===== src/rtl/nn_pkg.sv =====
// Shared types and helpers for the neuron datapath: FSM state encoding,
// leaky-ReLU slope and the standard shift/ReLU/saturate function.
package nn_pkg;

  typedef enum logic [1:0] {
    IDLE = 2'd0,
    ACC  = 2'd1,
    ACT  = 2'd2,
    DONE = 2'd3
  } state_t;

  localparam int LEAKY_SHIFT = 3;

  // Wide enough for any accumulator these neurons build; callers keep the low data_w bits.
  localparam int CALC_W = 64;

  function automatic logic signed [CALC_W-1:0] sat_relu(
    input logic signed [CALC_W-1:0] acc,
    input int                       frac_bits,
    input int                       data_w
  );
    logic signed [CALC_W-1:0] s;
    logic signed [CALC_W-1:0] pmax;
    s    = acc >>> frac_bits;
    pmax = ($signed(CALC_W'(1)) <<< (data_w - 1)) - $signed(CALC_W'(1));
    if (s[CALC_W-1])
      sat_relu = '0;
    else if (s > pmax)
      sat_relu = pmax;
    else
      sat_relu = s;
  endfunction

endpackage


===== src/rtl/neuron_mac_act.sv =====
// Combinational fractional shift, activation and saturation of the accumulator.
// NEURON_MAC_LEAKY_RELU_EN selects a 1/8-slope leaky ReLU for negative sums.
module neuron_mac_act
  import nn_pkg::*;
#(
  parameter int DATA_W    = 8,
  parameter int FRAC_BITS = 0,
  parameter int ACC_W     = 19
) (
  input  logic [ACC_W-1:0]  acc,
  output logic [DATA_W-1:0] y
);

  logic signed [CALC_W-1:0] acc_ext;
  logic signed [CALC_W-1:0] act_res;
  logic                     unused_hi;

  assign acc_ext = {{(CALC_W-ACC_W){acc[ACC_W-1]}}, acc};

`ifdef NEURON_MAC_LEAKY_RELU_EN
  localparam logic signed [CALC_W-1:0] NEG_MIN = -($signed(CALC_W'(1)) <<< (DATA_W - 1));

  logic signed [CALC_W-1:0] s;
  logic signed [CALC_W-1:0] leaky;

  always_comb begin
    s     = acc_ext >>> FRAC_BITS;
    leaky = s >>> LEAKY_SHIFT;
    if (s[CALC_W-1])
      act_res = (leaky < NEG_MIN) ? NEG_MIN : leaky;
    else
      act_res = sat_relu(acc_ext, FRAC_BITS, DATA_W);
  end
`else
  assign act_res = sat_relu(acc_ext, FRAC_BITS, DATA_W);
`endif

  // Saturation guarantees the result fits in DATA_W; the upper bits are sign copies.
  assign y         = act_res[DATA_W-1:0];
  assign unused_hi = ^act_res[CALC_W-1:DATA_W];

endmodule


===== src/rtl/neuron_mac.sv =====
// Single neuron: y = act(sum x_i*w_i + b) with one multiplier reused over N_INPUTS cycles.
// Optional leaky ReLU via NEURON_MAC_LEAKY_RELU_EN (handled inside neuron_mac_act).
module neuron_mac
  import nn_pkg::*;
#(
  parameter int N_INPUTS  = 4,
  parameter int DATA_W    = 8,
  parameter int FRAC_BITS = 0
) (
  input  logic                         clk,
  input  logic                         rst_n,
  input  logic                         in_valid,
  output logic                         in_ready,
  input  logic [N_INPUTS*DATA_W-1:0]   x_vec,
  input  logic [N_INPUTS*DATA_W-1:0]   w_vec,
  input  logic [DATA_W-1:0]            bias,
  output logic                         out_valid,
  input  logic                         out_ready,
  output logic [DATA_W-1:0]            y,
  output logic                         busy
);

  // Handshakes: a transfer happens on a rising edge where valid && ready; the
  // producer holds valid and data stable until then, and y stays put while out_valid waits.

  localparam int ACC_W = 2*DATA_W + $clog2(N_INPUTS) + 1;
  localparam int IDX_W = (N_INPUTS > 1) ? $clog2(N_INPUTS) : 1;
  localparam int VEC_W = N_INPUTS*DATA_W;
  localparam logic [IDX_W-1:0] LAST_IDX = IDX_W'(N_INPUTS - 1);

  state_t state, state_next;

  logic [VEC_W-1:0]          x_r, w_r;
  logic signed [ACC_W-1:0]   acc;
  logic [IDX_W-1:0]          idx;
  logic signed [DATA_W-1:0]  x_cur, w_cur;
  logic signed [2*DATA_W-1:0] prod;
  logic signed [ACC_W-1:0]   prod_ext;
  logic signed [ACC_W-1:0]   bias_ext;
  logic [DATA_W-1:0]         act_y;

  assign x_cur    = x_r[idx*DATA_W +: DATA_W];
  assign w_cur    = w_r[idx*DATA_W +: DATA_W];
  assign prod     = x_cur * w_cur;
  assign prod_ext = {{(ACC_W-2*DATA_W){prod[2*DATA_W-1]}}, prod};
  // Bias arrives in output Q-format, so lift it to the products' scale before seeding acc.
  assign bias_ext = {{(ACC_W-DATA_W){bias[DATA_W-1]}}, bias} <<< FRAC_BITS;

  always_ff @(posedge clk) begin
    if (!rst_n)
      state <= IDLE;
    else
      state <= state_next;
  end

  always_comb begin
    state_next = state;
    case (state)
      IDLE: if (in_valid)        state_next = ACC;
      ACC:  if (idx == LAST_IDX) state_next = ACT;
      ACT:                       state_next = DONE;
      DONE: if (out_ready)       state_next = IDLE;
      default:                   state_next = IDLE;
    endcase
  end

  always_comb begin
    in_ready  = rst_n && (state == IDLE);
    out_valid = (state == DONE);
    busy      = (state == ACC) || (state == ACT);
  end

  always_ff @(posedge clk) begin
    if (!rst_n) begin
      x_r <= '0;
      w_r <= '0;
      acc <= '0;
      idx <= '0;
      y   <= '0;
    end else begin
      case (state)
        IDLE: begin
          if (in_valid) begin
            x_r <= x_vec;
            w_r <= w_vec;
            acc <= bias_ext;
            idx <= '0;
          end
        end
        ACC: begin
          acc <= acc + prod_ext;
          idx <= (idx == LAST_IDX) ? '0 : idx + 1'b1;
        end
        ACT:     y <= act_y;
        default: ;
      endcase
    end
  end

  neuron_mac_act #(
    .DATA_W    (DATA_W),
    .FRAC_BITS (FRAC_BITS),
    .ACC_W     (ACC_W)
  ) u_act (
    .acc (acc),
    .y   (act_y)
  );

endmodule


===== config.mk =====
export PLATFORM = sky130hd
export DESIGN_NAME = neuron_mac
export DESIGN_NICKNAME = d
export VERILOG_FILES = /design/src/rtl/nn_pkg.sv /design/src/rtl/neuron_mac_act.sv /design/src/rtl/neuron_mac.sv
export SDC_FILE = /design/constraint.sdc
export NUM_CORES = 1
export LEC_CHECK = 0
export BUFFER_PORTS_ARGS = -buffer_cell sky130_fd_sc_hd__buf_4
export CAP_MARGIN = 20
export CORE_ASPECT_RATIO = 0.75
export CORE_UTILIZATION = 27
export DETAILED_ROUTE_END_ITERATION = 7
export GPL_ROUTABILITY_DRIVEN = 0
export PLACE_DENSITY = 0.55
export SLEW_MARGIN = 0
export SYNTH_ARGS = -nofsm -noshare
export SYNTH_HDL_FRONTEND = slang
export SYNTH_SLANG_ARGS = --single-unit

===== constraint.sdc =====
create_clock -name clk -period 6.8 [get_ports clk]
set_input_delay 1.36 -clock clk [delete_from_list [all_inputs] [get_ports clk]]
set_output_delay 1.36 -clock clk [all_outputs]
set_load 0.01 [all_outputs]

[After elaboration in Yosys (flattened, before gate mapping)]
Cells that the tools add are included.
Storage, ports and cells
  input port bits: 76
  logic and storage cells: 37
  flip-flop bits (word level): 95
  output and inout bits: 11
Operators by class
  add/subtract/negate cells: 2
  order comparisons: 1
  equal/unequal tests: 7
  shift-type cells: 2
  multiply operators: 1
  mux-type cells: 11
  reduce and logical (&&, ||, !) cells: 7
Operators by type and width (count)
  $shiftx 32x6->8: 2
  $pmux 19 s2: 1
  $add 19x16->19: 1
  $gt 19x8->1 const B: 1
  $mux 19: 1
  $mul 8x8->16: 1
  $mux 8: 2
  $mux 2: 5
  $pmux 2 s4: 1
  $eq 2x2->1 const B: 3
  $ne 2x2->1 const B: 2
  $pmux 2 s2: 1
  $reduce_and 2->1: 2
  $reduce_and 3->1: 1
  $add 2x1->2 const B: 1
  $eq 2x1->1 const B: 1
  $logic_not 2->1: 1
  $ne 2x1->1 const B: 1
  $reduce_bool 2->1: 1
  $logic_and 1x1->1: 1
  $logic_or 1x1->1: 1

[Depth between registers and ports, before layout]
Gate-level depths: netlist of run 1.
  depth after elaboration: 4
  mapped depth: 22
  depth with buffers taken out: 20

[Cells and area by module]
Synthesis of run 1 repeated with hierarchy kept, for this count alone.
Second synthesis, totals
  cell total of the unflattened synthesis: 822
  area total of the unflattened synthesis: 7400.8 um2
By module, submodules not included
  neuron_mac: cells each 803, sequential area each 1901.8 um2, area an instance 7272.0 um2, instances 1
  neuron_mac_act: cells each 19, sequential area each 0.0 um2, area an instance 128.9 um2, instances 1

[Least setup slack after synthesis of run 1]
OpenSTA, ideal clock, no wires.
  kind: register to register
  start point: reg idx[0]
  end point: reg acc[17]
  required time: 6.730 ns
  clock period less this slack: 5.628 ns
  setup time: 0.070 ns
  path slack: 1.172 ns
  buffers on the path: 2
  stages on the path, launching flop included: 21
  data arrival time: 5.558 ns
  cells stage by stage: dfxtp_1 > buf_4 > buf_2 > mux4_2 > nand2_1 > inv_1 > fa_1 > inv_1 > fa_1 > inv_1 > fa_1 > fa_1 > ha_1 > ha_1 > a21o_1 > a31o_1 > a2111o_1 > o22ai_2 > xnor2_1 > nand3_1 > a21boi_1
On the way
  longest elaborated chain between the ends: 4
  elaborated cells between the ends (all ways): 5
  those cells by class: add/sub: 1; mul: 1; shift: 2; mux: 1
Ends and longest elaborated chain
  start, declared: RTL line neuron_mac.sv:35  | logic [IDX_W-1:0] idx;
  start signal, assigned: RTL line neuron_mac.sv:92  | idx <= (idx == LAST_IDX) ? '0 : idx + 1'b1;
  $shiftx 32x6->8, on equally long branches: RTL line neuron_mac.sv:42, neuron_mac.sv:43
  $mul 8x8->16 (*): RTL line neuron_mac.sv:44  | assign prod = x_cur * w_cur;
  $add 19x16->19 (*): RTL line neuron_mac.sv:91  | acc <= acc + prod_ext;
  $pmux 19 s2 (*): RTL line neuron_mac.sv:81  | case (state)
  end signal, assigned: RTL line neuron_mac.sv:86  | acc <= bias_ext;
  end signal, assigned: RTL line neuron_mac.sv:91
  end, declared: RTL line neuron_mac.sv:34  | logic signed [ACC_W-1:0] acc;
Every way passes the cells marked *; elsewhere a longest branch is shown, timed or not.
A chain may end at the register's enable or synchronous reset.

[Worst setup path after layout of run 1]
  start point: reg idx[0]
  end point: reg acc[15]
Same word-level chain as after synthesis.

==> results.toml, run 1 <==
[synthesis]
synth_common_cells = "168 x nand2_1, 102 x inv_1, 95 x dfxtp_1"
muxShareOfSynthArea_pct = 6.50
synthAdderAreaFrac_pct = 30.5
synthSimpleGateAreaFrac_pct = 14.8
syn_nets = 1021
syn_avg_cell_area_um2 = 9.27
async_flop_share_pct = 0
synth_area_leaders = "dfxtp_1 25%, fa_1 22%, nand2_1 8.4%"
yosys_register_bits = 95
yosys.cell_types.count = 52
synth_ff_type = "dfxtp_1"
syn_area_um2 = 7530
yosysMostFrequentCell = "nand2_1"
synth.top_cell.area_share_pct = 25.3
synth-compound-area-share_pct = 13.6
syn_inst = 812
synth_top_family_by_area = "adder cells"
synth_edf_count = 0
ys_warn_count = 0
synth_seq_area_share_pct = 25.3
synth_xor_area_share_pct = 2.33
yosysTopAreaCell = "dfxtp_1"

[finish]
final_area_um2 = 8850
n_antenna_cell = 0
num-nets-final = 1090
syn_to_final_growth_pct = 17.5
drive_gt1_share_pct = 15.0
final_cell_count_no_fill = 1237
utilization_pct = 32.5

[timing]
max_freq_mhz = 167
fin_worst_skew_ns = 0.0166
tightest_slew_ns = 0.947
setup_tns_ns = 0
period_needed_ns = 5.98
rsz0062_at_grt = "false"
whs_ns = 0.453
relSlewSlack_pct = 36.9
setup-violations-final = 0
period_share_pct = 87.9
fin_ws_ns = 0.824
slew_viol_final = 0
hold_viol = 0

[worst_setup_path]
rr_endpoint = "acc[15]"
startpoint_type = "flip-flop"
rr_worst_depth = 18
crit_required_ns = 7.05
r2r_start = "idx[0]"
r2r_slack_ns = 0.82
cp.arrival_ns = 6.22
cp_max_fo = 9
critical_path_class = "reg2reg"
crit_path_end_kind = "flip-flop"

[power]
ir_worst_vdd_uv = 313
powerDensity_nw_per_um2 = 379
power_mw = 3.36
p_leak_nw = 4.17

[clock_network]
cts_made_buffers = 9
htree_levels = 3
postCtsHoldBufs = 0
cts.clk_slew.worst_paths_ns = 0.08
cts.sinks = 95
post_cts_buffers = 0
root_buffer = "clkbuf_16"
cts_tree = "yes"
cts_resized = 0
clockBufferDepth = 2
clk_latency_ns = 0.36

[route]
wl_met2_um = 7400
topRoutingLayerUsed = "met4"
wl_um = 18200
ant_nets = 0
post-route-drc-count = 0
wl_met1_um = 9570
dr_wl_met3_um = 1020
viasPerCell = 4.52
drt_iter0_drc = 353
vias = 5591
wl_per_cell_um = 14.7
dr.pass1.iters = 5

[die]
num_io_pins = 87
die_w_um = 195
die_h_um = 147
core-area_um2 = 27200
initial_core_util_pct = 27.7
dieArea_um2 = 28600
fp-row-count = 52

[placement]
hpwl_um = 14400
place_ws_ns = 0.847
placement.io_buffers = 86
postPlaceCellArea_um2 = 8520
dp_cells = 1220

[min_path]
hp-start = "x_r[6]"
whs_endpoint = "x_r[6]"
min_path_cells = 2
hold_class = "reg2reg"

[run_status]
run_status = "completed"

[global_route]
first_global_vias = 5908
antenna_found_initial = 0
grt_max_degree = 96
grt_overflow = 0
grt_use_total_pct = 13.8
grt_pass1_wl_um = 31000

[run]
drv_cap = 0
[power breakdown]
| part | switching, mW | total, mW | internal (mW) |
|---|---|---|---|
| sequential | 0.123 | 0.833 | 0.710 |
| combinational | 1.16 | 1.97 | 0.809 |
| clock | 0.227 | 0.551 | 0.324 |
[registers in the layout, summed over array words and instances, names as in the netlist]
signal / cells
acc: 19
idx: 2
state: 2
w_r: 32
x_r: 32
y: 8
[cell type report]
cell class / count / area (um^2)
Timing Repair Buffer: 93 / 711
Tap cell: 351 / 439
Clock buffer: 11 / 233
Inverter: 104 / 390
Clock inverter: 5 / 81.3
Fill cell: 2882 / 18300
Sequential cell: 95 / 1900
Multi-Input combinational cell: 578 / 5090
[routing by layer]
layer	GRT usage (%)	vias up
li1	-	2758
met1	20.9	2689
met2	19.7	129
met3	2.98	15
met4	3.07	0
met5	0	-
[cells by family after synthesis]
group,Yosys count
and+or+nand+nor,251
muxes,30
adders and majority gates,133
xor gates and xnor gates,20
buffers and inverters,139
DFF,95
AOI/OAI and AO/OA,144
[worst max-delay path by stage]
stage / cells past startpoint / start / endpoint / slack (ns)
3_3_place_gp: 18 / idx[0] / acc[17] / 0.90
2_1_floorplan: 20 / idx[0] / acc[17] / 1.17
5_1_grt: 18 / idx[0] / acc[18] / 0.42
6_report: 18 / idx[0] / acc[15] / 0.82
3_5_place_dp: 18 / idx[0] / acc[17] / 0.85
4_1_cts: 18 / idx[0] / acc[15] / 0.80
[worst max-delay path: stages (launching register included)]
cell and delay (ns):
dfxtp_1 0.48, buf_4 0.26, mux2_2 0.36, o21ai_2 0.34, or2_1 0.20, fa_1 0.43, fa_1 0.56, inv_1 0.06
fa_1 0.52, fa_1 0.52, fa_1 0.52, ha_1 0.39, a21o_1 0.19, a21oi_1 0.17, a21oi_1 0.16, o32ai_1 0.38
xnor2_1 0.10, a21oi_1 0.17, nor2_1 0.05
[cell usage in the layout, fill, tap and decap left out, drive strengths merged, types with 2 or more instances in the layout]
cell and count:
xor2 8, clkbuf 11, ha 49, o221ai 2
a21o 5, a21oi 28, buf 93, o21ai 19
a21boi 65, nor2 17, mux2i 14, nand3 3
o21a 3, nand2b 3, xnor2 12, o211a 8
nor4 4, nand4 3, dfxtp 95, a31oi 3
nor2b 12, or3 2, inv 105, fa 84
and2 35, nand2 168, mux4 15, bufinv 2
Note: power is estimated with default switching activity, not from simulation.
==> run 2: changes to the inputs <==
- CELL_PAD_IN_SITES_DETAIL_PLACEMENT: default -> 0
- CELL_PAD_IN_SITES_GLOBAL_PLACEMENT: default -> 1
- PLACE_DENSITY: 0.55 -> 0.64
==> run 2 against run 1 <==
Net effect:
- critical path depth unchanged
- non-clock buffer count grew 1
- first-iteration DRC count shrank 25%
- sequential share of layout area barely moved
- combinational power about the same
- hold slack about the same
- fmax decreased by 0.31%
- cell count hardly changed
- utilization barely moved
- design area down 0.11%
- via count is 0.16% lower
- critical endpoint unchanged
==> results.toml, run 2 (synthesized netlist as in run 1, its figures left out) <==
[run_status]
run_status = "completed"

[worst_setup_path]
critical_path_class = "reg2reg"
rr_endpoint = "acc[15]"
critical_path_depth = 18
cp.arrival_ns = 6.24
r2r_start = "idx[0]"
r2r_slack_ns = 0.81
cp_num_buf_inv = 2
rr_worst_depth = 18
slowest_stage = "fa_1"
cpMostUsedCell = "fa_1"
crit_required_ns = 7.05
cp-endpoint = "acc[15]"
worstPathCellList = "buf_4, mux2_2, o21ai_2, or2_1, fa_1, fa_1, inv_1, fa_1, fa_1, fa_1, ha_1, a21o_1, a21oi_1, a21oi_1, o32ai_1, xnor2_1, a21oi_1, nor2_1"
cp_max_fo = 9
cp_top_family = "adder cells"
cp-startpoint = "idx[0]"
startpoint_type = "flip-flop"
crit_path_end_kind = "flip-flop"
cpPeakStageDelay_ns = 0.54

[clock_network]
post_cts_buffers = 0
clk_latency_ns = 0.36
htree_levels = 3
postCtsHoldBufs = 0
root_buffer = "clkbuf_16"
cts_tree = "yes"
cts.sinks = 95
cts.clk_slew.worst_paths_ns = 0.07
cts_resized = 0
cts_made_buffers = 9
clockBufferDepth = 2

[route]
topRoutingLayerUsed = "met4"
wl_met1_um = 10100
wl_per_cell_um = 14.9
wl_um = 18500
vias = 5582
drt_iter0_drc = 263
post-route-drc-count = 0
viasPerCell = 4.51
dr.pass1.iters = 4
ant_nets = 0
dr_wl_met3_um = 794
wl_met2_um = 7400

[die]
initial_core_util_pct = 27.7
dieArea_um2 = 28600
die_h_um = 147
die_w_um = 195
core-area_um2 = 27200
fp-row-count = 52
num_io_pins = 87

[power]
ir_worst_vdd_uv = 187
powerDensity_nw_per_um2 = 375
p_leak_nw = 4.17

[global_route]
grt_overflow = 0
grt_use_total_pct = 13.8
grt_pass1_wl_um = 30900
grt_max_degree = 65
first_global_vias = 5759
antenna_found_initial = 0

[timing]
max_freq_mhz = 167
tightest_slew_ns = 0.859
fin_worst_skew_ns = 0.00972
period_needed_ns = 5.99
hold_viol = 0
rsz0062_at_grt = "false"
relSlewSlack_pct = 42.2
setup-violations-final = 0
period_share_pct = 88.2
setup_tns_ns = 0
slew_viol_final = 0

[finish]
n_antenna_cell = 0
top_regs = "w_r (32), x_r (32), acc (19)"
syn_to_final_growth_pct = 17.4
mostFrequentLayoutCell = "nand2_1"
utilization_pct = 32.5
drive_gt1_share_pct = 15.1
num-nets-final = 1091
layout_common_cells = "167 x nand2_1, 102 x inv_1, 95 x dfxtp_1"

[placement]
hpwl_um = 14600
placement.io_buffers = 86

[run]
drv_cap = 0

[min_path]
hold_class = "reg2reg"
hp-start = "x_r[9]"
[run 2: cell types whose count changed in the layout (fill, tap and decap cells not counted)]
cell,delta
buf_4,+1
bufinv_16,-1
clkinv_2,-1
clkinv_4,+1
inv_6,+1
[run 2: area by class of cell]
| cell class | count | area [um^2] |
|---|---|---|
| Clock inverter | 5 | 63.8 |
| Multi-Input combinational cell | 578 | 5090 |
| Fill cell | 2886 | 18400 |
| Timing Repair Buffer | 94 | 718 |
| Sequential cell | 95 | 1900 |
| Tap cell | 351 | 439 |
| Inverter | 104 | 390 |
| Clock buffer | 11 | 233 |
[run 2: layer usage]
layer / track usage [%] / up-vias
li1: - / 2761
met1: 21.5 / 2713
met5: 0 / -
met4: 2.91 / 0
met2: 19.2 / 97
met3: 2.68 / 11
[run 2: worst min path at each step]
stage / end / cells after the start / slack [ns]
2_1_floorplan: w_r[16] / 2 / 0.43
3_3_place_gp: x_r[11] / 2 / 0.44
3_5_place_dp: w_r[28] / 2 / 0.44
4_1_cts: w_r[28] / 2 / 0.45
5_1_grt: x_r[5] / 2 / 0.47
6_report: x_r[9] / 2 / 0.45
[run 2: report_power, final]
part	leakage (nW)	switching, mW	internal [mW]
clock network	0.141	0.232	0.289
logic	3.25	1.16	0.804
registers	0.780	0.120	0.710
total	4.17	1.51	1.80
[run 2: through the flow]
step / std cells / hold slack [ns] / total power [mW] / cell area [um^2] / worst slack (ns)
2_1_floorplan: 812 / 0.432 / 2.28 / 7530 / 1.17
3_3_place_gp: 1221 / 0.443 / 2.81 / 8520 / 0.853
3_5_place_dp: 1221 / 0.445 / 2.80 / 8520 / 0.778
4_1_cts: 1237 / 0.454 / 3.35 / 8820 / 0.749
5_1_grt: 1238 / 0.469 / 3.66 / 8840 / 0.383
6_report: 1238 / 0.453 / 3.31 / 8840 / 0.805
[run 2: tightest hold or removal path: stages, from the launching register on]
cell      delay [ns]
dfxtp_1         0.31
nand2_1         0.05
a21boi_1        0.05
==> run 3: changes to the inputs <==
- clock period: 6.8 -> 6.4 ns (I/O delays scaled with it)
==> run 3 against run 2 <==
Net effect:
- non-clock buffer count rose by 2
- clock-buffer cell count did not move
- die area did not move
- highest routed layer unchanged
==> results.toml, run 3 (synthesized netlist as in run 1, its figures left out) <==
[placement]
hpwl_um = 14800
placement.io_buffers = 86
dp_cells = 1224

[global_route]
first_global_vias = 5827
grt_use_total_pct = 13.9
use_met1_pct = 21.5
met3_usage_pct = 2.59
antenna_found_initial = 0
top_usage_layer = "met1"
grt_pass1_wl_um = 31500
grt_max_degree = 65
met2_usage_pct = 20.1
grt_overflow = 0

[die]
core-area_um2 = 27200
dieArea_um2 = 28600
die_h_um = 147
fp-row-count = 52
num_io_pins = 87
initial_core_util_pct = 27.7
die_w_um = 195

[route]
ant_nets = 0
viasPerCell = 4.51
wl_um = 18600
post-route-drc-count = 0
drt_iter0_drc = 283
vias = 5593
wl_per_cell_um = 15.0
dr.pass1.iters = 5

[timing]
fin_worst_skew_ns = 0.00723
hold_viol = 0
relSlewSlack_pct = 39.0
period_share_pct = 93.4
max_freq_mhz = 167
setup_tns_ns = 0
rsz0062_at_grt = "false"
period_needed_ns = 5.98
tightest_slew_ns = 0.907
whs_ns = 0.454
slew_viol_final = 0
setup-violations-final = 0

[worst_setup_path]
cp.arrival_ns = 6.22
cpPeakStageDelay_ns = 0.60
cpMostUsedCell = "fa_1"
cp_top_family = "adder cells"
cp_max_fo = 9
slowest_stage = "dfxtp_1"
worstPathCellList = "buf_12, mux2_2, o21ai_2, or2_1, fa_1, fa_1, inv_1, fa_1, fa_1, fa_1, ha_1, o21ai_2, a21oi_2, o2111ai_1, nand4_1, a221oi_1, xnor2_1, o21ai_1"
critical_path_class = "reg2reg"
cp_num_buf_inv = 2
startpoint_type = "flip-flop"
crit_path_end_kind = "flip-flop"
crit_required_ns = 6.64

[clock_network]
clockBufferDepth = 2
cts.sinks = 95
htree_levels = 3
cts_tree = "yes"
post_cts_buffers = 0
cts.clk_slew.worst_paths_ns = 0.07
root_buffer = "clkbuf_16"
cts_resized = 0
clk_latency_ns = 0.35
postCtsHoldBufs = 0
cts_made_buffers = 9

[min_path]
hold_class = "reg2reg"

[finish]
num-fill-cells = 2901
mostFrequentLayoutCell = "nand2_1"
layout_common_cells = "167 x nand2_1, 102 x inv_1, 95 x dfxtp_1, 95 x buf_4, 84 x fa_1"
final-seq-area_um2 = 1900
n_antenna_cell = 0
drive_gt1_share_pct = 15.5
syn_to_final_growth_pct = 18.2
final_cell_count_no_fill = 1240
utilization_pct = 32.7
multi_input_area_um2 = 5090
top_regs = "w_r (32), x_r (32), acc (19)"
num-nets-final = 1093

[power]
powerDensity_nw_per_um2 = 406
ir_worst_vdd_uv = 247
p_leak_nw = 4.21
power_mw = 3.61

[run]
drv_cap = 0

[run_status]
run_status = "completed"
run 3: changes by cell type in the layout (fill, tap and decap cells not counted):
cell / delta
bufinv_16: +1
inv_8: +1
clkinv_4: +1
clkbuf_1: -2
buf_4: +2
clkinvlp_4: -1
clkbuf_8: +2
inv_6: -2
run 3: area by class of cell:
type | instances | area share, %
clock buffer | 11 | 2.84
clock inverter | 5 | 0.998
inverter | 104 | 4.39
multi-input combinational | 578 | 57.2
sequential | 95 | 21.4
tap | 351 | 4.93
timing repair buffer | 96 | 8.24
run 3: metal layers:
layer  up-vias  wire, um
li1       2759         -
met1      2718     10100
met2       106      7640
met3        10       822
met4         0        93
met5         -         0
run 3: metrics by stage:
step / cell area [um^2] / setup slack, ns
6_report: 8900 / 0.422
5_1_grt: 8900 / 0.00430
4_1_cts: 8900 / 0.341
3_5_place_dp: 8560 / 0.382
2_1_floorplan: 7530 / 0.772
3_3_place_gp: 8560 / 0.473
run 3: path summary, 6_finish.rpt:
check	startpoint	cells past startpoint	slack, ns	end
max	idx[0]	18	0.42	acc[18]
min	x_r[24]	2	0.45	x_r[24]
max reg2reg	idx[0]	18	0.42	acc[18]
min reg2reg	x_r[24]	2	0.45	x_r[24]
run 3: tightest hold or removal path, delay by kind of cell (launching register included):
family / cells / cell delay, ns
DFF: 1 / 0.31
and+or+nand+nor: 1 / 0.05
AOI/OAI and AO/OA: 1 / 0.05
run 3: where the power goes:
group	switching (mW)	internal [mW]
registers	0.132	0.754
clock network	0.251	0.368
logic	1.24	0.860
